## src/rtl/bk_addsub_pipe.sv

```systemverilog
// bk_addsub_pipe: 3-stage pipelined Brent-Kung add/subtract unit.
//   {cout,s} = a + (sub ? ~b : b) + (sub ? ~cin : cin); ovf flags signed overflow.
//   Stage 1 registers bitwise generate/propagate, stage 2 the up-sweep group
//   terms, stage 3 (output) the down-sweep carries and final sum.
// Ports:
//   clk, rst         clock, synchronous active-high reset
//   in_valid/ready   operand handshake (a, b, cin, sub)
//   out_valid/ready  result handshake (s, cout, ovf)
// The whole pipe advances together; a stalled output freezes every stage.
module bk_addsub_pipe #(
  parameter int unsigned WIDTH = 32
) (
  input  logic             clk,
  input  logic             rst,
  input  logic             in_valid,
  output logic             in_ready,
  input  logic [WIDTH-1:0] a,
  input  logic [WIDTH-1:0] b,
  input  logic             cin,
  input  logic             sub,
  output logic             out_valid,
  input  logic             out_ready,
  output logic [WIDTH-1:0] s,
  output logic             cout,
  output logic             ovf
);

  localparam int unsigned LOG = $clog2(WIDTH);
  localparam int unsigned MSB = WIDTH - 1;

  logic             en;
  logic             v1, v2, v3;

  // stage 1 registers
  logic [WIDTH-1:0] g1, p1;
  logic             c0_1, am1, bm1;

  // stage 2 registers
  logic [WIDTH-1:0] gg2, gp2, p2;
  logic             c0_2, am2, bm2;

  // stage 1 combinational
  logic [WIDTH-1:0] bb_c;
  logic             c0_c;

  // stage 3 combinational
  logic [WIDTH-1:0] gf_c, pf_c, s_c;
  logic [WIDTH:0]   carry_c;
  logic             cout_c, ovf_c;

  // Global stall: everything moves only when the output slot is free or drained.
  assign en        = !v3 || out_ready;
  assign in_ready  = en;
  assign out_valid = v3;

  // Subtract is a + ~b + ~borrow.
  assign bb_c = sub ? ~b : b;
  assign c0_c = sub ? ~cin : cin;

  // Up-sweep: level l combines node i with node i-2^l where i+1 is a multiple of 2^(l+1).
  for (genvar l = 0; l < LOG; l++) begin : g_up
    logic [WIDTH-1:0] gi, pi, go, po;
    if (l == 0) begin : g_src
      assign gi = g1;
      assign pi = p1;
    end else begin : g_chain
      assign gi = g_up[l-1].go;
      assign pi = g_up[l-1].po;
    end
    for (genvar i = 0; i < WIDTH; i++) begin : g_bit
      if (((i + 1) % (2 << l)) == 0) begin : g_node
        assign go[i] = gi[i] | (pi[i] & gi[i - (1 << l)]);
        assign po[i] = pi[i] & pi[i - (1 << l)];
      end else begin : g_pass
        assign go[i] = gi[i];
        assign po[i] = pi[i];
      end
    end
  end

  // Down-sweep: fills the remaining prefixes from the widest span down to span 1.
  for (genvar k = 0; k < int'(LOG) - 1; k++) begin : g_dn
    localparam int STEP = 1 << (int'(LOG) - 2 - k);
    logic [WIDTH-1:0] gi, pi, go, po;
    if (k == 0) begin : g_src
      assign gi = gg2;
      assign pi = gp2;
    end else begin : g_chain
      assign gi = g_dn[k-1].go;
      assign pi = g_dn[k-1].po;
    end
    for (genvar i = 0; i < WIDTH; i++) begin : g_bit
      if ((((i + 1) % (2 * STEP)) == STEP) && (i > STEP)) begin : g_node
        assign go[i] = gi[i] | (pi[i] & gi[i - STEP]);
        assign po[i] = pi[i] & pi[i - STEP];
      end else begin : g_pass
        assign go[i] = gi[i];
        assign po[i] = pi[i];
      end
    end
  end

  // Full prefixes G[i:0]/P[i:0]; carry into bit i+1 folds in c0.
  assign gf_c    = g_dn[int'(LOG) - 2].go;
  assign pf_c    = g_dn[int'(LOG) - 2].po;
  assign carry_c = {gf_c | (pf_c & {WIDTH{c0_2}}), c0_2};
  assign s_c     = p2 ^ carry_c[WIDTH-1:0];
  assign cout_c  = carry_c[WIDTH];
  assign ovf_c   = (am2 == bm2) && (s_c[MSB] != am2);

  // Pipeline registers: all stages shift together when en, hold otherwise.
  always_ff @(posedge clk) begin : pipe_regs
    if (rst) begin
      v1   <= 1'b0;
      v2   <= 1'b0;
      v3   <= 1'b0;
      g1   <= '0;
      p1   <= '0;
      c0_1 <= 1'b0;
      am1  <= 1'b0;
      bm1  <= 1'b0;
      gg2  <= '0;
      gp2  <= '0;
      p2   <= '0;
      c0_2 <= 1'b0;
      am2  <= 1'b0;
      bm2  <= 1'b0;
      s    <= '0;
      cout <= 1'b0;
      ovf  <= 1'b0;
    end else if (en) begin
      v1   <= in_valid;
      v2   <= v1;
      v3   <= v2;
      g1   <= a & bb_c;
      p1   <= a ^ bb_c;
      c0_1 <= c0_c;
      am1  <= a[MSB];
      bm1  <= bb_c[MSB];
      gg2  <= g_up[LOG-1].go;
      gp2  <= g_up[LOG-1].po;
      p2   <= p1;
      c0_2 <= c0_1;
      am2  <= am1;
      bm2  <= bm1;
      s    <= s_c;
      cout <= cout_c;
      ovf  <= ovf_c;
    end
  end

endmodule

```

## config.mk

```make
export PLATFORM = sky130hd
export DESIGN_NAME = bk_addsub_pipe
export DESIGN_NICKNAME = d
export VERILOG_FILES = /design/src/rtl/bk_addsub_pipe.sv
export SDC_FILE = /design/constraint.sdc
export NUM_CORES = 1
export LEC_CHECK = 0
export ABC_AREA = 1
export BUFFER_PORTS_ARGS = -buffer_cell sky130_fd_sc_hd__buf_4
export CORE_MARGIN = 3
export CORE_UTILIZATION = 45
export CTS_BUF_LIST = sky130_fd_sc_hd__clkbuf_8
export DETAILED_ROUTE_END_ITERATION = 16
export GPL_ROUTABILITY_DRIVEN = 0
export PLACE_DENSITY = 0.66
export SYNTH_ARGS = -nofsm -noshare
export SYNTH_HDL_FRONTEND = slang
export SYNTH_SLANG_ARGS = --single-unit
```

## constraint.sdc

```tcl
create_clock -name clk -period 1.45 [get_ports clk]
set_clock_uncertainty 0.05 [all_clocks]
set_input_delay 0.145 -clock clk [delete_from_list [all_inputs] [get_ports clk]]
set_output_delay 0.145 -clock clk [all_outputs]
set_load 0.05 [all_outputs]
```

==> out/summary.log <==
INFO  cts            tritoncts=built
INFO  drt            antenna_violating_nets_post_route=0
INFO  synthesis      synth-seq-cells=187
INFO  timing         timing_worst_slew_pin_value=0.327ns
INFO  timing         whs=0.0269ns
INFO  cells_and_area antenna-diode-count=0
INFO  timing         number_of_endpoints_with_negative_hold_slack_in_the_final_report=0
INFO  synthesis      synthDominantAreaCellType=sky130_fd_sc_hd__dfxtp_1
INFO  cells_and_area postLayoutCoreUtil=0.608
INFO  cells_and_area design_area=0.0106sqmm
INFO  drt            avgRoutedWirePerCell=14.5um
INFO  critical_path  path_class=flop to primary output
INFO  outcome        failed_checks=setup timing
INFO  timing         min_period=1.53ns
INFO  drt            first_pass_iters=5
INFO  die            die_height=140um
INFO  drt            remaining_drc_errors=0
INFO  pwr            leakagePower=5.15nW
INFO  place          buffers_added_on_ports=105
INFO  die            ios=106
INFO  timing         final.period_utilization=1.05
INFO  cts            cts.reportedPaths.clkPinSlew=0.09ns
INFO  timing         fmax=655MHz
INFO  cts            number_of_sinks_handled_by_clock_tree_synthesis=187
INFO  grt            grt-ovfl-total=0
INFO  pwr            vdd.ir_drop.worst=0.000636V
INFO  cells_and_area areaGrowthSynthToFinish=31.2%
INFO  place          dpl-instance-area=0.00958sqmm
INFO  flow_run       drv.max_cap_violation_count=0
INFO  critical_path  critical_path_fanout_max=3
INFO  grt            grt_first_pass_wirelength=32900um
INFO  cells_and_area finish.net_count=1285
INFO  synthesis      yosys-top-cells-count=187 x sky130_fd_sc_hd__dfxtp_1, 165 x sky130_fd_sc_hd__o21ai_0, 133 x sky130_fd_sc_hd__nor2_1
INFO  cts            insertion_delay=0.47ns
INFO  timing         setup_violations=13
INFO  timing         rsz0062_at_grt=yes
INFO  critical_path  cp-start-kind=flop
INFO  die            fp.coreArea=0.0174sqmm
INFO  die            placement_rows=48
INFO  synthesis      synth.most_common_cell=sky130_fd_sc_hd__dfxtp_1
INFO  critical_path  worst_setup_path_end_kind=primary output
INFO  min_path       worst_hold_path_type=primary input to flop
INFO  synthesis      syn_area_per_cell=7.91squm
INFO  synthesis      synth_top_area_frac=0.463
INFO  drt            route.vias.total=7148
INFO  cts            clock_tree.root_cell=sky130_fd_sc_hd__clkbuf_8
INFO  drt            drt_first_iter_violations=519
INFO  die            die_width=140um
INFO  drt            wirelength=20600um
INFO  timing         final-max-slew-violation-count=0
INFO  synthesis      mappedNetlistNets=1124
INFO  synthesis      synth_enable_flop_cells=0
INFO  timing         max-slew-margin-rel=0.781
INFO  cells_and_area area_used_by_multi_input_combinational_logic=0.00382sqmm
INFO  cts            cts_inserted_buffers=17
INFO  timing         post-route-worst-setup-slack=-0.0756ns
INFO  die            fp.dieArea=0.0196sqmm
INFO  die            effective_utilization_at_floorplan=0.464
INFO  place          detailed_place_hpwl=14200um
INFO  synthesis      yosys_warnings=0
INFO  synthesis      postSynthCellCount=1021
INFO  synthesis      syn-cell-area=0.00808sqmm
INFO  synthesis      prevailing_post_synth_register_cell=sky130_fd_sc_hd__dfxtp_1
INFO  cells_and_area total_area_of_sequential_cells=0.00377sqmm
INFO  synthesis      ys_async_sr_fraction=0
INFO  grt            grt_pass1_vias=6389
INFO  grt            groute.usage.overall=0.206
INFO  cts            h-tree-depth=4
INFO  drt            post_drt_via_cell_ratio=5.03
INFO  synthesis      proportion_of_synthesized_chip_area_in_sequential_cells=0.463
INFO  pwr            post-layout-total-power=11.9mW
INFO  cells_and_area final.fill_count=1609
INFO  synthesis      yosys.cell_types.count=28
INFO  critical_path  timing.critical_path.required=1.25ns
INFO  cells_and_area share_of_cells_above_drive_strength_1=0.236
INFO  synthesis      post_synth_main_area_contributors=sky130_fd_sc_hd__dfxtp_1 46%, sky130_fd_sc_hd__o21ai_0 10%, sky130_fd_sc_hd__a21oi_1 6.5%, sky130_fd_sc_hd__nor2_1 6.2%, sky130_fd_sc_hd__inv_1 5.7%
INFO  cts            cts_max_path_buffers=2
INFO  critical_path  worst_ep_arrival_time=1.33ns
INFO  grt            grt_antenna_before_repair=0
INFO  pwr            power-per-cell-area=1120mW/mm^2
INFO  outcome        outcome=finished with violations
INFO  grt            grt_start_max_net_pins=73
final cells by class:
class / instances / share of cell area
Clock inverter: 15 / 0.0195
Timing Repair Buffer: 205 / 0.172
Tap cell: 225 / 0.0266
Sequential cell: 187 / 0.355
Inverter: 122 / 0.0440
Multi-Input combinational cell: 649 / 0.360
Clock buffer: 17 / 0.0221
worst max-delay path, cell delays in order (launching register included):
cell                      delay, ns
sky130_fd_sc_hd__dfxtp_4       0.35
sky130_fd_sc_hd__inv_2         0.04
sky130_fd_sc_hd__nor2_4        0.16
sky130_fd_sc_hd__inv_8         0.05
sky130_fd_sc_hd__buf_12        0.13
sky130_fd_sc_hd__buf_12        0.14
kinds of logic after synthesis:
logic type                 count (synthesis)  synth area share
and+or+nand+nor                          238             0.118
buffers and inverters                    185            0.0906
DFF                                      187             0.463
AOI/OAI and AO/OA                        323             0.218
xor gates and xnor gates                  55            0.0596
adders and majority gates                 33            0.0511
where the power goes:
part	total (mW)	internal, mW	leakage [nW]	switching [mW]
combinational	2.24	0.946	3.37	1.30
sequential	5.83	5.56	1.54	0.276
clock	3.82	2.03	0.233	1.80
total	11.9	8.53	5.15	3.37
state kept, by name, summed over array words and instances, names as in the netlist, 16 cells and up:
signal   cells
g1          32
g_dn.gi     32
g_dn.pi     32
g_up.pi     32
s           32
p2          16
path summary, 6_finish.rpt:
kind	depth (start not counted)	from	slack, ns	endpoint
worst max-delay path	5	out_valid	-0.08	in_ready
worst min-delay path	4	a[5]	0.03	g1[5]
worst max register to register	7	out_valid	-0.05	g_dn[0].pi[21]
worst min register to register	2	g_dn[0].gi[18]	0.40	g_dn[0].gi[18]
placed cells by master (no fill, tap or decap), types with 7 or more instances in the layout:
| cell type | Yosys | layout |
|---|---|---|
| sky130_fd_sc_hd__dfxtp_1 | 187 | 176 |
| sky130_fd_sc_hd__buf_4 | 2 | 168 |
| sky130_fd_sc_hd__o21ai_0 | 165 | 135 |
| sky130_fd_sc_hd__nor2_1 | 133 | 128 |
| sky130_fd_sc_hd__inv_1 | 122 | 120 |
| sky130_fd_sc_hd__a21oi_1 | 105 | 96 |
| sky130_fd_sc_hd__nand2_1 | 67 | 59 |
| sky130_fd_sc_hd__xor2_1 | 47 | 47 |
| sky130_fd_sc_hd__ha_1 | 33 | 33 |
| sky130_fd_sc_hd__o21ai_1 | 2 | 27 |
| sky130_fd_sc_hd__o21bai_1 | 23 | 23 |
| sky130_fd_sc_hd__nand3_1 | 20 | 17 |
| sky130_fd_sc_hd__clkbuf_8 | 0 | 17 |
| sky130_fd_sc_hd__dlygate4sd3_1 | 0 | 14 |
| sky130_fd_sc_hd__buf_12 | 0 | 12 |
| sky130_fd_sc_hd__o211ai_1 | 10 | 10 |
| sky130_fd_sc_hd__a21oi_2 | 2 | 9 |
| sky130_fd_sc_hd__a211oi_1 | 8 | 8 |
| sky130_fd_sc_hd__xnor2_1 | 8 | 8 |
| sky130_fd_sc_hd__o21ai_2 | 2 | 7 |
| sky130_fd_sc_hd__nand2_2 | 2 | 7 |
| sky130_fd_sc_hd__dfxtp_2 | 0 | 7 |
| sky130_fd_sc_hd__buf_6 | 0 | 7 |
routing by layer:
layer | up-vias | wire, um | track usage | part of all wire
li1 | 3670 | - | - | -
met1 | 3225 | 10600 | 0.331 | 0.52
met2 | 236 | 8330 | 0.277 | 0.41
met3 | 17 | 1380 | 0.0481 | 0.067
met4 | 0 | 216 | 0.0444 | 0.011
met5 | - | 0 | 0 | 0
per-stage QoR:
stage          setup TNS (ns)  worst slack, ns  std cells
2_1_floorplan               0           0.0513       1021
5_1_grt                 -4.00           -0.131       1420
3_5_place_dp           -0.247           -0.106       1362
4_1_cts                 -1.69           -0.101       1415
3_3_place_gp          -0.0502          -0.0502       1362
6_report               -0.327          -0.0756       1420
repair_timing:
item	4_1_cts	5_1_grt
pin swaps	3	19
setup buffers	5	5
endpoints found under the setup margin	11	156
gates cloned	2	1
gates resized for setup	20	88
hold buffers	14	0
hold endpoints to repair	15	0
Power figures use the tool's default switching activity.
